==> config.mk <==
export PLATFORM = sky130hd
export DESIGN_NAME = afpm_byte_sequencer_flat
export DESIGN_NICKNAME = d
export VERILOG_FILES = /design/src/rtl/afpm_pkg.sv /design/src/rtl/afpm_byte_sequencer_if.sv /design/src/rtl/afpm_byte_sequencer.sv /design/src/flat_wrapper.sv
export SDC_FILE = /design/constraint.sdc
export NUM_CORES = 1
export LEC_CHECK = 0
export BUFFER_PORTS_ARGS = -buffer_cell sky130_fd_sc_hd__buf_2
export CORE_AREA = 4 4 76 78
export DETAILED_ROUTE_END_ITERATION = 6
export DIE_AREA = 0 0 80 82
export PLACE_DENSITY = 0.77
export SLEW_MARGIN = 10
export SYNTH_ARGS = -nofsm -noshare
export SYNTH_HDL_FRONTEND = slang
export SYNTH_SLANG_ARGS = --single-unit
==> constraint.sdc <==
create_clock -name clk -period 2.55 [get_ports clk]
set_clock_uncertainty 0.2 [all_clocks]
set_input_delay 0.255 -clock clk [delete_from_list [all_inputs] [get_ports clk]]
set_output_delay 0.255 -clock clk [all_outputs]
set_load 0.03 [all_outputs]
==> src/rtl/afpm_pkg.sv <==
// afpm_pkg: shared widths, constants and sequencer state encoding for the AFPM front end
package afpm_pkg;
   localparam int FP16_W = 16;
   localparam int BYTE_W = 8;
   localparam logic [FP16_W-1:0] FP16_QNAN = 16'h7E00;
   typedef enum logic [2:0] {IDLE, LOAD_HI, ISSUE, WAIT, OUT_LO, OUT_HI} afpm_seq_state_t;
   function automatic logic is_busy(input afpm_seq_state_t s);
      return s inside {ISSUE, WAIT, OUT_LO, OUT_HI};
   endfunction
endpackage

==> src/rtl/afpm_byte_sequencer_if.sv <==
// afpm_byte_sequencer_if: pad byte bus plus multiplier launch/return signals
interface afpm_byte_sequencer_if;
   import afpm_pkg::*;
   logic              in_valid;
   logic [BYTE_W-1:0] a_byte;
   logic [BYTE_W-1:0] b_byte;
   logic              busy;
   logic              out_valid;
   logic [BYTE_W-1:0] out_byte;
   logic              err_timeout;
   logic [FP16_W-1:0] mul_a;
   logic [FP16_W-1:0] mul_b;
   logic              mul_start;
   logic              mul_done;
   logic [FP16_W-1:0] mul_result;
   modport master (
      output in_valid, a_byte, b_byte, mul_done, mul_result,
      input  busy, out_valid, out_byte, err_timeout, mul_a, mul_b, mul_start
   );
   modport slave (
      input  in_valid, a_byte, b_byte, mul_done, mul_result,
      output busy, out_valid, out_byte, err_timeout, mul_a, mul_b, mul_start
   );
endinterface

==> src/rtl/afpm_byte_sequencer.sv <==
// afpm_byte_sequencer: byte-serial operand assembly, one multiply with watchdog, byte-serial result
module afpm_byte_sequencer
   import afpm_pkg::*;
#(
   parameter int DATA_W      = 16,
   parameter int BYTE_W      = 8,
   parameter int TIMEOUT_CYC = 16
) (
   input logic                   clk,
   input logic                   rst,
   afpm_byte_sequencer_if.slave  bus
);
   localparam int CNT_W = $clog2(TIMEOUT_CYC + 1);
   afpm_seq_state_t   state, nxt;
   logic [DATA_W-1:0] result;
   logic [CNT_W-1:0]  cnt;
   logic              expire;
   assign expire = cnt == CNT_W'(TIMEOUT_CYC - 1);
   always_comb begin
      nxt = state;
      unique case (state)
         IDLE:    nxt = bus.in_valid ? LOAD_HI : IDLE;
         LOAD_HI: nxt = bus.in_valid ? ISSUE : LOAD_HI;
         ISSUE:   nxt = WAIT;
         WAIT:    nxt = (bus.mul_done || expire) ? OUT_LO : WAIT;
         OUT_LO:  nxt = OUT_HI;
         default: nxt = IDLE;
      endcase
   end
   always_ff @(posedge clk or posedge rst)
      if (rst) state <= IDLE;
      else     state <= nxt;
   // busy and mul_start are registered from the next state so they align with it
   always_ff @(posedge clk or posedge rst) begin
      if (rst) begin
         bus.busy        <= 1'b0;
         bus.mul_start   <= 1'b0;
         bus.err_timeout <= 1'b0;
         bus.mul_a       <= '0;
         bus.mul_b       <= '0;
         result          <= '0;
         cnt             <= '0;
      end else begin
         bus.busy      <= is_busy(nxt);
         bus.mul_start <= nxt == ISSUE;
         if (state == IDLE && bus.in_valid) begin
            bus.mul_a[BYTE_W-1:0] <= bus.a_byte;
            bus.mul_b[BYTE_W-1:0] <= bus.b_byte;
         end
         if (state == LOAD_HI && bus.in_valid) begin
            bus.mul_a[DATA_W-1:BYTE_W] <= bus.a_byte;
            bus.mul_b[DATA_W-1:BYTE_W] <= bus.b_byte;
         end
         if (state == ISSUE) begin
            bus.err_timeout <= 1'b0;
            cnt             <= '0;
         end
         // a done arriving on the expiry cycle takes priority over the watchdog
         if (state == WAIT) begin
            if (bus.mul_done) result <= bus.mul_result;
            else if (expire) begin
               result          <= FP16_QNAN;
               bus.err_timeout <= 1'b1;
            end else cnt <= cnt + 1'b1;
         end
      end
   end
   assign bus.out_valid = state == OUT_LO || state == OUT_HI;
   assign bus.out_byte  = state == OUT_LO ? result[BYTE_W-1:0] :
                          state == OUT_HI ? result[DATA_W-1:BYTE_W] : '0;
endmodule
==> src/flat_wrapper.sv <==
// flat-port wrapper written by rule: the top's interface ports become plain ports
module afpm_byte_sequencer_flat import afpm_pkg::*;
#(
   parameter int DATA_W      = 16,
   parameter int BYTE_W      = 8,
   parameter int TIMEOUT_CYC = 16
)
  (clk, rst, bus_in_valid, bus_a_byte, bus_b_byte, bus_mul_done, bus_mul_result, bus_busy, bus_out_valid, bus_out_byte, bus_err_timeout, bus_mul_a, bus_mul_b, bus_mul_start);
  afpm_byte_sequencer_if bus_i ();
  input logic clk;
  input logic rst;
  input wire logic [$bits(bus_i.in_valid)-1:0] bus_in_valid;
  input wire logic [$bits(bus_i.a_byte)-1:0] bus_a_byte;
  input wire logic [$bits(bus_i.b_byte)-1:0] bus_b_byte;
  input wire logic [$bits(bus_i.mul_done)-1:0] bus_mul_done;
  input wire logic [$bits(bus_i.mul_result)-1:0] bus_mul_result;
  output wire logic [$bits(bus_i.busy)-1:0] bus_busy;
  output wire logic [$bits(bus_i.out_valid)-1:0] bus_out_valid;
  output wire logic [$bits(bus_i.out_byte)-1:0] bus_out_byte;
  output wire logic [$bits(bus_i.err_timeout)-1:0] bus_err_timeout;
  output wire logic [$bits(bus_i.mul_a)-1:0] bus_mul_a;
  output wire logic [$bits(bus_i.mul_b)-1:0] bus_mul_b;
  output wire logic [$bits(bus_i.mul_start)-1:0] bus_mul_start;
  assign bus_i.in_valid = bus_in_valid;
  assign bus_i.a_byte = bus_a_byte;
  assign bus_i.b_byte = bus_b_byte;
  assign bus_i.mul_done = bus_mul_done;
  assign bus_i.mul_result = bus_mul_result;
  assign bus_busy = bus_i.busy;
  assign bus_out_valid = bus_i.out_valid;
  assign bus_out_byte = bus_i.out_byte;
  assign bus_err_timeout = bus_i.err_timeout;
  assign bus_mul_a = bus_i.mul_a;
  assign bus_mul_b = bus_i.mul_b;
  assign bus_mul_start = bus_i.mul_start;
  afpm_byte_sequencer #(.DATA_W(DATA_W), .BYTE_W(BYTE_W), .TIMEOUT_CYC(TIMEOUT_CYC)) u_core (.clk(clk), .rst(rst), .bus(bus_i));
endmodule
Word-level counts from Yosys, hierarchy flattened

Index checks and enable logic that the tools add are counted.

Flip-flop bits (word level): 59
Bits in latches: 0
Memory bits (writable): 0
ROM bits: 0
Input port bits: 36
Output and inout bits: 44
Logic and storage cells: 45
Memories kept: 0

Add/subtract/negate cells: 1
$mul: 0
Divide/modulo/power cells: 0
$lt $le $gt $ge: 0
Equality and inequality tests: 10
Shifts and indexed selects: 0
Muxes and demuxes: 16
Bitwise logic cells: 0
Reduce and logical (&&, ||, !) cells: 8

Operators with widths:

| kind                                                | number |
|---|---|
| two-way mux 16 bit                                  | 2 |
| two-way mux 5 bit                                   | 4 |
| two-way mux 8 bit                                   | 2 |
| one-hot mux 3 bit (5 select lines)                  | 1 |
| equality test 3 x 2 -> 1 bit, second input constant | 4 |
| equality test 3 bit, second input constant          | 4 |
| adder 5 x 1 -> 5 bit, second input constant         | 1 |
| equality test 5 x 4 -> 1 bit, second input constant | 1 |
| two-way mux 1 bit                                   | 5 |
| nonzero test 4 bit                                  | 1 |
| equality test 3 x 1 -> 1 bit, second input constant | 1 |
| logical NOT 3 bit                                   | 1 |
| two-way mux 3 bit                                   | 1 |
| logical AND 1 bit                                   | 2 |
| logical OR 1 bit                                    | 2 |
| two-way mux 2 bit                                   | 1 |
| AND reduction 2 bit                                 | 1 |
| nonzero test 2 bit                                  | 1 |

Longest topological paths before layout

Gate-level depths: netlist of the first run.

Depth after elaboration: 6
Mapped depth: 6
Depth with buffers taken out: 4

Worst setup path after synthesis of the first run

OpenSTA, ideal clock, no wires.

Kind: register to output
Start: reg u_core.state[1]
End: out bus_out_byte[0]
Arrival time: 1.362 ns
Required time: 2.095 ns
Path slack: 0.733 ns
Cell stages (with the launch flop): 5
Path buffers: 2
Cell sequence: dfrtp_1 buf_2 nand2b_1 clkbuf_1 nor2_1

Longest elaborated chain between the ends: 3
Elaborated cells between the ends (all ways): 4
Classes of those cells: eq/ne: 2; mux: 2

RTL lines:

| element                | RTL line                  | source |
|---|---|---|
| start, declared        | afpm_byte_sequencer.sv:14 | `afpm_seq_state_t state, nxt;` |
| start signal, assigned | afpm_byte_sequencer.sv:32 | `else state <= nxt;` |
| equality test 3 bit    | afpm_byte_sequencer.sv:70 | `state == OUT_HI ? result[DATA_W-1:BYTE_W] : '0;` |
| two-way mux 8 bit      | afpm_byte_sequencer.sv:70 |  |
| two-way mux 8 bit *    | afpm_byte_sequencer.sv:69 | `assign bus.out_byte = state == OUT_LO ? result[BYTE_W-1:0] :` |
| end, declared          | flat_wrapper.sv:19        | `output wire logic [$bits(bus_i.out_byte)-1:0] bus_out_byte;` |

Every way passes the cells marked *; elsewhere a longest branch is shown, timed or not.

Worst setup path in the final report of the first run

Start: reg u_core.state[1]
End: out bus_out_byte[5]

The elaborated chain is that of the path after synthesis.

==> results of run 1 <==
[registers in the layout, indices dropped and copies added (netlist names)]
register and count:
u_core.bus.busy 1, u_core.bus.err_timeout 1, u_core.bus.mul_a 16, u_core.bus.mul_b 16
u_core.bus.mul_start 1, u_core.cnt 5, u_core.result 16, u_core.state 3
[layer usage]
layer  wire length, um  share of wire, %  vias to the layer above
met5                 0                 0                        -
li1                  -                 -                      896
met4               134               2.2                        0
met3               381               6.3                       14
met1              2510                41                      936
met2              3060                50                       63
[cell families (layout without fill, tap and decap cells)]
| logic type | count (synthesis) | count (layout) | synth area share [%] |
|---|---|---|---|
| AOI/OAI and AO/OA | 34 | 34 | 10.5 |
| adders and majority gates | 1 | 1 | 0.500 |
| buffers and inverters | 13 | 136 | 3.65 |
| DFF | 59 | 59 | 59.1 |
| muxes | 41 | 41 | 18.0 |
| and+or+nand+nor | 30 | 30 | 8.26 |
[power breakdown]
part           internal, mW  switching, mW  leakage (nW)  total [mW]
clock                 0.481          0.380        0.0957       0.861
combinational         0.821           1.15         0.886        1.97
sequential             1.38          0.321         0.714        1.70
total                  2.68           1.85          1.70        4.53
[repair_timing]
item | in CTS | in global routing
endpoints found under the setup margin | 0 | 0
hold endpoints to repair | 74 | 0
hold buffers | 33 | 0
[critical path, stage by stage (launching register included)]
cell and delay (ns):
dfrtp_1 0.53, nand2b_1 0.41, nor2_1 0.22, buf_2 0.23
[placed cells by master (no fill, tap or decap), types with 2 or more instances in the layout]
master and count:
a21oi_1 3, a22o_1 10, and3_1 2, and4b_1 2, buf_2 79, buf_4 4, clkbuf_8 10, clkinv_4 2
clkinvlp_4 2, dfrtp_1 59, dlygate4sd3_1 33, inv_1 2, mux2_2 32, mux2i_1 9, nand2_1 4, nand2b_1 3
nor2_1 8, o21a_1 2, o21ai_0 4, o22a_1 6
[worst max-delay path by stage]
stage / slack, ns / startpoint / to
floorplan: 0.64 / rst / u_core.bus.busy
global placement: 0.54 / u_core.state[0] / u_core.bus.mul_b[14]
detailed placement: 0.50 / u_core.state[0] / u_core.bus.mul_b[15]
CTS: 0.39 / u_core.state[0] / bus_out_byte[6]
global route: 0.27 / u_core.state[0] / bus_out_byte[0]
finish: 0.37 / u_core.state[1] / bus_out_byte[5]
[cell type report]
type                       instances  area share [%]
tap                               70            2.51
clock inverter                     5            1.79
clock buffer                      11            4.05
sequential                        59            42.3
inverter                           3           0.323
multi-input combinational        106            26.7
timing repair buffer             117            22.2
==> key figures, run 1 <==
Die
  – Die height: around 80 um
  – Rows: 26
  – Core area: 0.00507 sq mm
  – I/O pins: 80
  – Die area: 0.00656 sq mm
  – Initial Utilization: about half
  – Width of the die: around 80 um

Timing
  – Worst hold slack: approximately 0.11 ns
  – Worst slew pin tran: 0.583 ns
  – Min Tclk post-route: 2.18 ns
  – Final hold vios: 0
  – RSZ-0062 raised after global routing: no
  – Post-route clock period utilization: 85.5%
  – # setup viols final: 0
  – Maximum clock frequency: about 0.46 GHz
  – Rel. slew slack: 61.1%
  – Count of pins over their slew limit: 0
  – Worst setup margin: 0.371 ns
  – Setup_tns: 0 ns

Worst hold path
  – Hold Path End: u_core.bus.busy
  – WHS Path Cells: 3
  – Hold crit path type: in -> reg
  – Hold Crit Start: bus_in_valid

Setup path
  – CP max FO: 15
  – Crit Reg-Reg Endpoint: u_core.bus.mul_a[13]
  – Reg2reg start: u_core.state[0]
  – WP data required: 2.10 ns
  – Arr. time, crit path: 1.72 ns
  – Critical Path Start Type: flop
  – FF-to-FF path depth: 4
  – Crit Path Class: reg -> out
  – R2R Setup Slk: 0.50 ns
  – Worst Setup End Kind: primary output

Synthesis
  – Post-synth ARST share: 100%
  – Synth Register Bits: 59
  – Synth top cells by count: dfrtp_1 (59), mux2_2 (32), a22o_1 (10)
  – Syn nets: roughly 220
  – Area share of the largest cell type after synthesis: 59.1%
  – Synth top area cells: dfrtp_1 (59%), mux2_2 (14%), mux2i_1 (3.6%), a22o_1 (3.5%), buf_6 (2.3%)
  – Syn Inst Count: 178
  – Cell variety after synth: 38
  – Top-count cell post-synth: dfrtp_1
  – Synth Cell Area: 0.00250 sq mm
  – Sequential share of the synthesized area: 59.1%
  – Post-synth EDFFs: 0
  – Ys flop type: dfrtp_1
  – Ys Warns: 0
  – Syn avg cell area: 14.0 sq um
  – Synth area leader: dfrtp_1

Place
  – Post-Place Setup Slack: around 0.5 ns
  – Dpl cells: roughly 320
  – Dpl cell area: 0.00295 sq mm
  – Post-DP HPWL: 3670 um
  – RD Place Congestion: around 0.76
  – Port bufs: slightly below 80

CTS
  – CTS tree: built
  – Maximum buffer depth of the clock tree: 2
  – Post-CTS Resized: 0
  – CTS Buf Count: 9
  – Root Buffer: clkbuf_8
  – H-tree levels: 3
  – Reg clk slew, reported paths: 0.07 ns
  – Clk_lat worst skew: roughly 0.33 ns
  – CTS Sinks: 59
  – # Post-CTS Setup Buffers: 0

Route
  – Drt pass-1 iters: 4
  – Routed WL: around 6100 um
  – ANT nets after route: 0
  – Vias: 1,909
  – Vias per cell: 5.15
  – DR WL/cell: about 16 um
  – DRC viols: 0
  – Initial DRC Count: 87

Finish
  – Final Instance Area: 0.00349 sq mm
  – # fillers: roughly 380
  – Post-Layout Cell Count: 371
  – P&R area growth vs syn: 39.5%
  – Nets: approximately 330
  – Multi-input logic area: 932 sq um
  – Layout cells sized above 1: 45.5%
  – Layout Utilization: 68.7%
  – Register area: 0.00148 sq mm
  – Antenna Cells: 0

Global routing
  – Wire length of the first global-routing pass: approximately 9900 um
  – M3 GR Usage: 5.37%
  – GRT busiest layer: met2
  – Vias in the first global route: 2,074
  – Number of antenna violations at the first check in global routing: 0
  – Gr ovfl total: 0
  – GRT Total Usage: approximately 20%
  – Met2 Usage GRT: between 30% and 40%
  – Pin count of the biggest net entering global routing: 34
  – GR Util met1: 25.1%

Power
  – Tot Pwr: roughly 4.5 mW
  – Pwr Density: 1300 mW/mm^2
  – Maximum VDD drop: about 0.99 mV
  – Leak: about 1.7 nW

Run
  – Max cap viols: 0

Outcome
  – Status: complete, no violations
(Power assumes the default switching activity.)
==> run 2: changes to the inputs <==
- CELL_PAD_IN_SITES_DETAIL_PLACEMENT: not set -> 1
- CELL_PAD_IN_SITES_GLOBAL_PLACEMENT: not set -> 1
- CORE_AREA: 4 4 76 78 -> 4 4 85 87
- DIE_AREA: 0 0 80 82 -> 0 0 89 91
- PLACE_DENSITY: 0.77 -> 0.87
==> key figures, run 2 (same netlist as run 1, synthesis figures left out) <==
CTS
  – CTS Hold Buffers Added: 33
  – Maximum buffer depth of the clock tree: 2
  – CTS Sinks: 59
  – # Post-CTS Setup Buffers: 0
  – Clk_lat worst skew: 0.34 ns
  – Reg clk slew, reported paths: around 0.06 ns
  – Root Buffer: clkbuf_8
  – CTS Buf Count: 9
  – H-tree levels: 3
  – CTS tree: built
  – Post-CTS Resized: 0

Timing
  – Worst slew pin tran: 0.726 ns
  – Setup_tns: 0 ns
  – Final hold vios: 0
  – Rel. slew slack: 51.6%
  – # setup viols final: 0
  – Maximum clock frequency: approximately 0.45 GHz
  – Count of pins over their slew limit: 0
  – RSZ-0062 raised after global routing: no
  – Min Tclk post-route: 2.24 ns
  – Post-route clock period utilization: just under 90%

Route
  – ANT nets after route: 0
  – Vias per cell: 5.20
  – Initial DRC Count: 92
  – DR WL/cell: 21.5 um
  – DRC viols: 0
  – Routed WL: 8160 um
  – Drt pass-1 iters: 4
  – Vias: 1,969

Global routing
  – Number of antenna violations at the first check in global routing: 0
  – Pin count of the biggest net entering global routing: 60
  – Wire length of the first global-routing pass: 12,900 um
  – GRT Total Usage: 21.7%
  – Vias in the first global route: 2,322
  – Gr ovfl total: 0

Finish
  – Biggest regs: u_core.bus.mul_a: 16 flops, u_core.bus.mul_b: 16 flops, u_core.result: 16 flops
  – Layout cells sized above 1: a little under half
  – P&R area growth vs syn: 39.0%
  – Commonest non-fill, non-tap cell in the layout: buf_2
  – Post-Layout Cell Count: 379
  – Nets: 333
  – Layout Utilization: between 50% and 60%
  – Most frequent cells in the layout: buf_2 (79), dfrtp_1 (59), dlygate4sd3_1 (33), mux2_2 (32)

Setup path
  – WP data required: 2.10 ns
  – Start point of the critical path: u_core.state[1]
  – Worst Setup End Kind: primary output
  – Reg2reg start: u_core.cnt[0]
  – FF-to-FF path depth: 5
  – R2R Setup Slk: 0.43 ns
  – Critical-path top delay cell: dfrtp_1
  – Max incr delay on CP: approximately 0.55 ns
  – Critical Path Start Type: flop
  – CP max FO: 15
  – Crit Reg-Reg Endpoint: u_core.result[3]
  – Crit Path Class: reg -> out
  – Arr. time, crit path: 1.78 ns
  – Critical Path End: bus_out_byte[6]
  – Critical-path cell list: nand2b_1 -> nor2_1 -> buf_2

Power
  – Pwr Density: 1360 mW/mm^2
  – Leak: between 1.5 and 2 nW
  – Tot Pwr: approximately 4.7 mW
  – Maximum VDD drop: 0.995 mV

Place
  – Dpl cells: between 300 and 400
  – Port bufs: a little under 80
  – Post-DP HPWL: 4550 um
  – RD Place Congestion: 0.754

Die
  – Core area: 0.00635 sq mm
  – Initial Utilization: roughly two fifths
  – Width of the die: 89 um
  – Rows: 29
  – Die area: ~0.0081 sq mm
  – Die height: 91 um
  – I/O pins: 80

Run
  – Max cap viols: 0

Worst hold path
  – Hold crit path type: in -> reg

Outcome
  – Status: complete, no violations
-- run 2: changes by cell type in the layout (fill, tap and decap cells not counted), sizes merged --
cell and delta:
diode +1, clkinvlp -1, clkinv +1
-- run 2: how the worst min path moves through the flow --
stage / start / to / slack (ns) / cells after the start
finish: bus_in_valid / u_core.bus.busy / 0.11 / 3
detailed placement: u_core.bus.err_timeout / u_core.bus.err_timeout / 0.27 / 2
floorplan: bus_mul_result[0] / u_core.result[0] / 0.19 / 1
CTS: bus_in_valid / u_core.bus.busy / 0.11 / 3
global placement: u_core.bus.err_timeout / u_core.bus.err_timeout / 0.26 / 2
global route: bus_in_valid / u_core.bus.busy / 0.12 / 3
-- run 2: metrics by stage --
step | worst slack (ns) | hold WS (ns) | instance area (sq um)
2_1_floorplan | 0.639 | 0.195 | 2500
3_3_place_gp | 0.578 | 0.259 | 2950
3_5_place_dp | 0.483 | 0.265 | 2950
4_1_cts | 0.328 | 0.107 | 3470
5_1_grt | 0.211 | 0.121 | 3470
6_report | 0.315 | 0.111 | 3480
-- run 2: layer usage --
metal  vias to the layer above  global-route usage, %  routed length [um]
met3                        23                   7.60                 527
met1                       974                   25.0                3160
met4                         0                   10.2                 289
met2                        80                   35.6                4190
li1                        892                      -                   -
met5                         -                      0                   0
-- run 2: power breakdown --
part	total [mW]	internal, mW	switching, mW
logic	2.08	0.823	1.25
registers	1.76	1.38	0.386
clock network	0.879	0.473	0.406
total	4.72	2.67	2.05
-- run 2: cell type report --
type | count | area, sq um
clock buffers | 11 | 141
inverters | 3 | 11.3
multi-input cells | 106 | 932
clock inverters | 5 | 52.6
repair buffers | 117 | 763
flip-flops and latches | 59 | 1480
fillers | 642 | 2870
diodes | 1 | 2.50
well taps | 77 | 96.3
-- run 2: worst max-delay path, delay by kind of cell, from the launching register on --
family / cells / cell delay, ns
and+or+nand+nor: 2 / 0.65
DFF: 1 / 0.55
buffers and inverters: 1 / 0.23
==> run 3: changes to the inputs <==
- CTS_BUF_LIST: not set -> sky130_fd_sc_hd__clkbuf_16
- clock period: 2.55 -> 2.4 ns (I/O delays scaled with it)
==> key figures, run 3 (same netlist as run 1, synthesis figures left out) <==
Die
  – Rows: 29
  – Die area: 0.00810 sq mm
  – Core area: 0.00635 sq mm
  – Initial Utilization: around 39%
  – I/O pins: 80
  – Width of the die: 89 um
  – Die height: 91 um

Global routing
  – Wire length of the first global-routing pass: 13,000 um
  – GR Util met1: 24.5%
  – Pin count of the biggest net entering global routing: 34
  – Vias in the first global route: roughly 2,300
  – GRT Total Usage: 21.8%
  – Number of antenna violations at the first check in global routing: 0
  – Met2 Usage GRT: approximately two fifths
  – Gr ovfl total: 0
  – GRT busiest layer: met2
  – M3 GR Usage: 5.70%

Place
  – Post-DP HPWL: 4640 um
  – RD Place Congestion: 0.747
  – Dpl cells: 330
  – Port bufs: 79

CTS
  – H-tree levels: 3
  – Reg clk slew, reported paths: 0.06 ns
  – CTS Sinks: 59
  – CTS tree: built
  – Maximum buffer depth of the clock tree: 2
  – Root Buffer: clkbuf_16
  – Clk_lat worst skew: 0.33 ns
  – CTS Buf Count: 9
  – Post-CTS Resized: 0

Timing
  – Count of pins over their slew limit: 0
  – RSZ-0062 raised after global routing: no
  – Maximum clock frequency: 0.460 GHz
  – Worst hold slack: 0.0936 ns
  – Post-route clock period utilization: 90.5%
  – Rel. slew slack: 60.9%
  – Worst slew pin tran: 0.585 ns
  – Setup_tns: 0 ns
  – Min Tclk post-route: 2.17 ns
  – # setup viols final: 0
  – Final hold vios: 0

Finish
  – Layout cells sized above 1: 46.0%
  – Post-Layout Cell Count: 379
  – # fillers: 637
  – Most frequent cells in the layout: buf_2 (79), dfrtp_1 (59), dlygate4sd3_1 (33), mux2_2 (32), a22o_1 (10)
  – Biggest regs: u_core.bus.mul_a: 16 flops, u_core.bus.mul_b: 16 flops, u_core.result: 16 flops
  – Antenna Cells: 0
  – Commonest non-fill, non-tap cell in the layout: buf_2
  – Nets: 334
  – P&R area growth vs syn: 44.9%
  – Register area: 0.00148 sq mm
  – Multi-input logic area: 932 sq um

Setup path
  – Max incr delay on CP: 0.54 ns
  – Crit Path Class: reg -> out
  – Critical Path Start Type: flop
  – Critical path's top delay family: simple AND/OR/NAND/NOR gates
  – Worst Setup End Kind: primary output
  – Arr. time, crit path: 1.73 ns
  – Critical-path top delay cell: dfrtp_1
  – CP max FO: 15
  – CP bufs+invs: 1
  – Critical-path cell list: nand2b_1 -> nor2_1 -> buf_2
  – WP data required: 1.96 ns

Power
  – Leak: 1.76 nW
  – Pwr Density: 1520 mW/mm^2
  – Tot Pwr: 5.50 mW
  – Maximum VDD drop: 1.00 mV

Route
  – Initial DRC Count: around 100
  – Drt pass-1 iters: 4
  – DRC viols: 0
  – Routed WL: 8230 um
  – Vias per cell: 5.31
  – DR WL/cell: around 22 um
  – ANT nets after route: 0
  – Vias: 2,011

Run
  – Max cap viols: 0

Worst hold path
  – Hold crit path type: in -> reg

Outcome
  – Status: complete, no violations
## run 3: final timing paths
path / startpoint / end / slack (ns) / cells past startpoint
worst max-delay path: u_core.state[1] / bus_out_byte[1] / 0.23 / 3
min in group asynchronous: rst / u_core.bus.mul_b[0] / 0.34 / 3
worst min register to register: u_core.result[15] / u_core.result[15] / 0.30 / 1
worst min-delay path: bus_in_valid / u_core.bus.busy / 0.09 / 3
worst max register to register: u_core.cnt[0] / u_core.result[4] / 0.36 / 5
max in group asynchronous: rst / u_core.bus.mul_a[12] / 1.07 / 4
## run 3: per-stage QoR
| stage | worst slack (ns) | cell area, sq um | util (%) |
|---|---|---|---|
| 4_1_cts | 0.210 | 3620 | 57.1 |
| 5_1_grt | 0.0801 | 3620 | 57.1 |
| 3_3_place_gp | 0.537 | 2970 | 46.8 |
| 6_report | 0.228 | 3620 | 57.1 |
| 2_1_floorplan | 0.504 | 2500 | - |
| 3_5_place_dp | 0.451 | 2970 | 46.8 |
## run 3: what timing repair did
| item | 4_1_cts | 5_1_grt |
|---|---|---|
| setup endpoints to repair | 0 | 0 |
| hold endpoints to repair | 72 | 0 |
| buffers inserted | 0 | 0 |
| hold buffers | 33 | 0 |
## run 3: per-layer routing
metal / vias up / wire length [um]
met2: 73 / 4460
met4: 0 / 223
met1: 1023 / 3090
met5: - / 0
li1: 894 / -
met3: 21 / 455
## run 3: tightest hold or removal path, cell delays in order
cell and delay, ns:
buf_2 0.13, a21oi_1 0.08, o22ai_1 0.12
## run 3: report_power, final
group          switching [mW]  internal [mW]
Sequential              0.372           1.46
Combinational            1.35          0.887
Clock                   0.508          0.916
## run 3: cell type report
cell class                      count  area share (%)
Clock buffer                        9            6.22
Clock inverter                      7            2.73
Inverter                            3           0.311
Multi-Input combinational cell    106            25.7
Sequential cell                    59            40.7
Tap cell                           77            2.66
Timing Repair Buffer              118            21.6
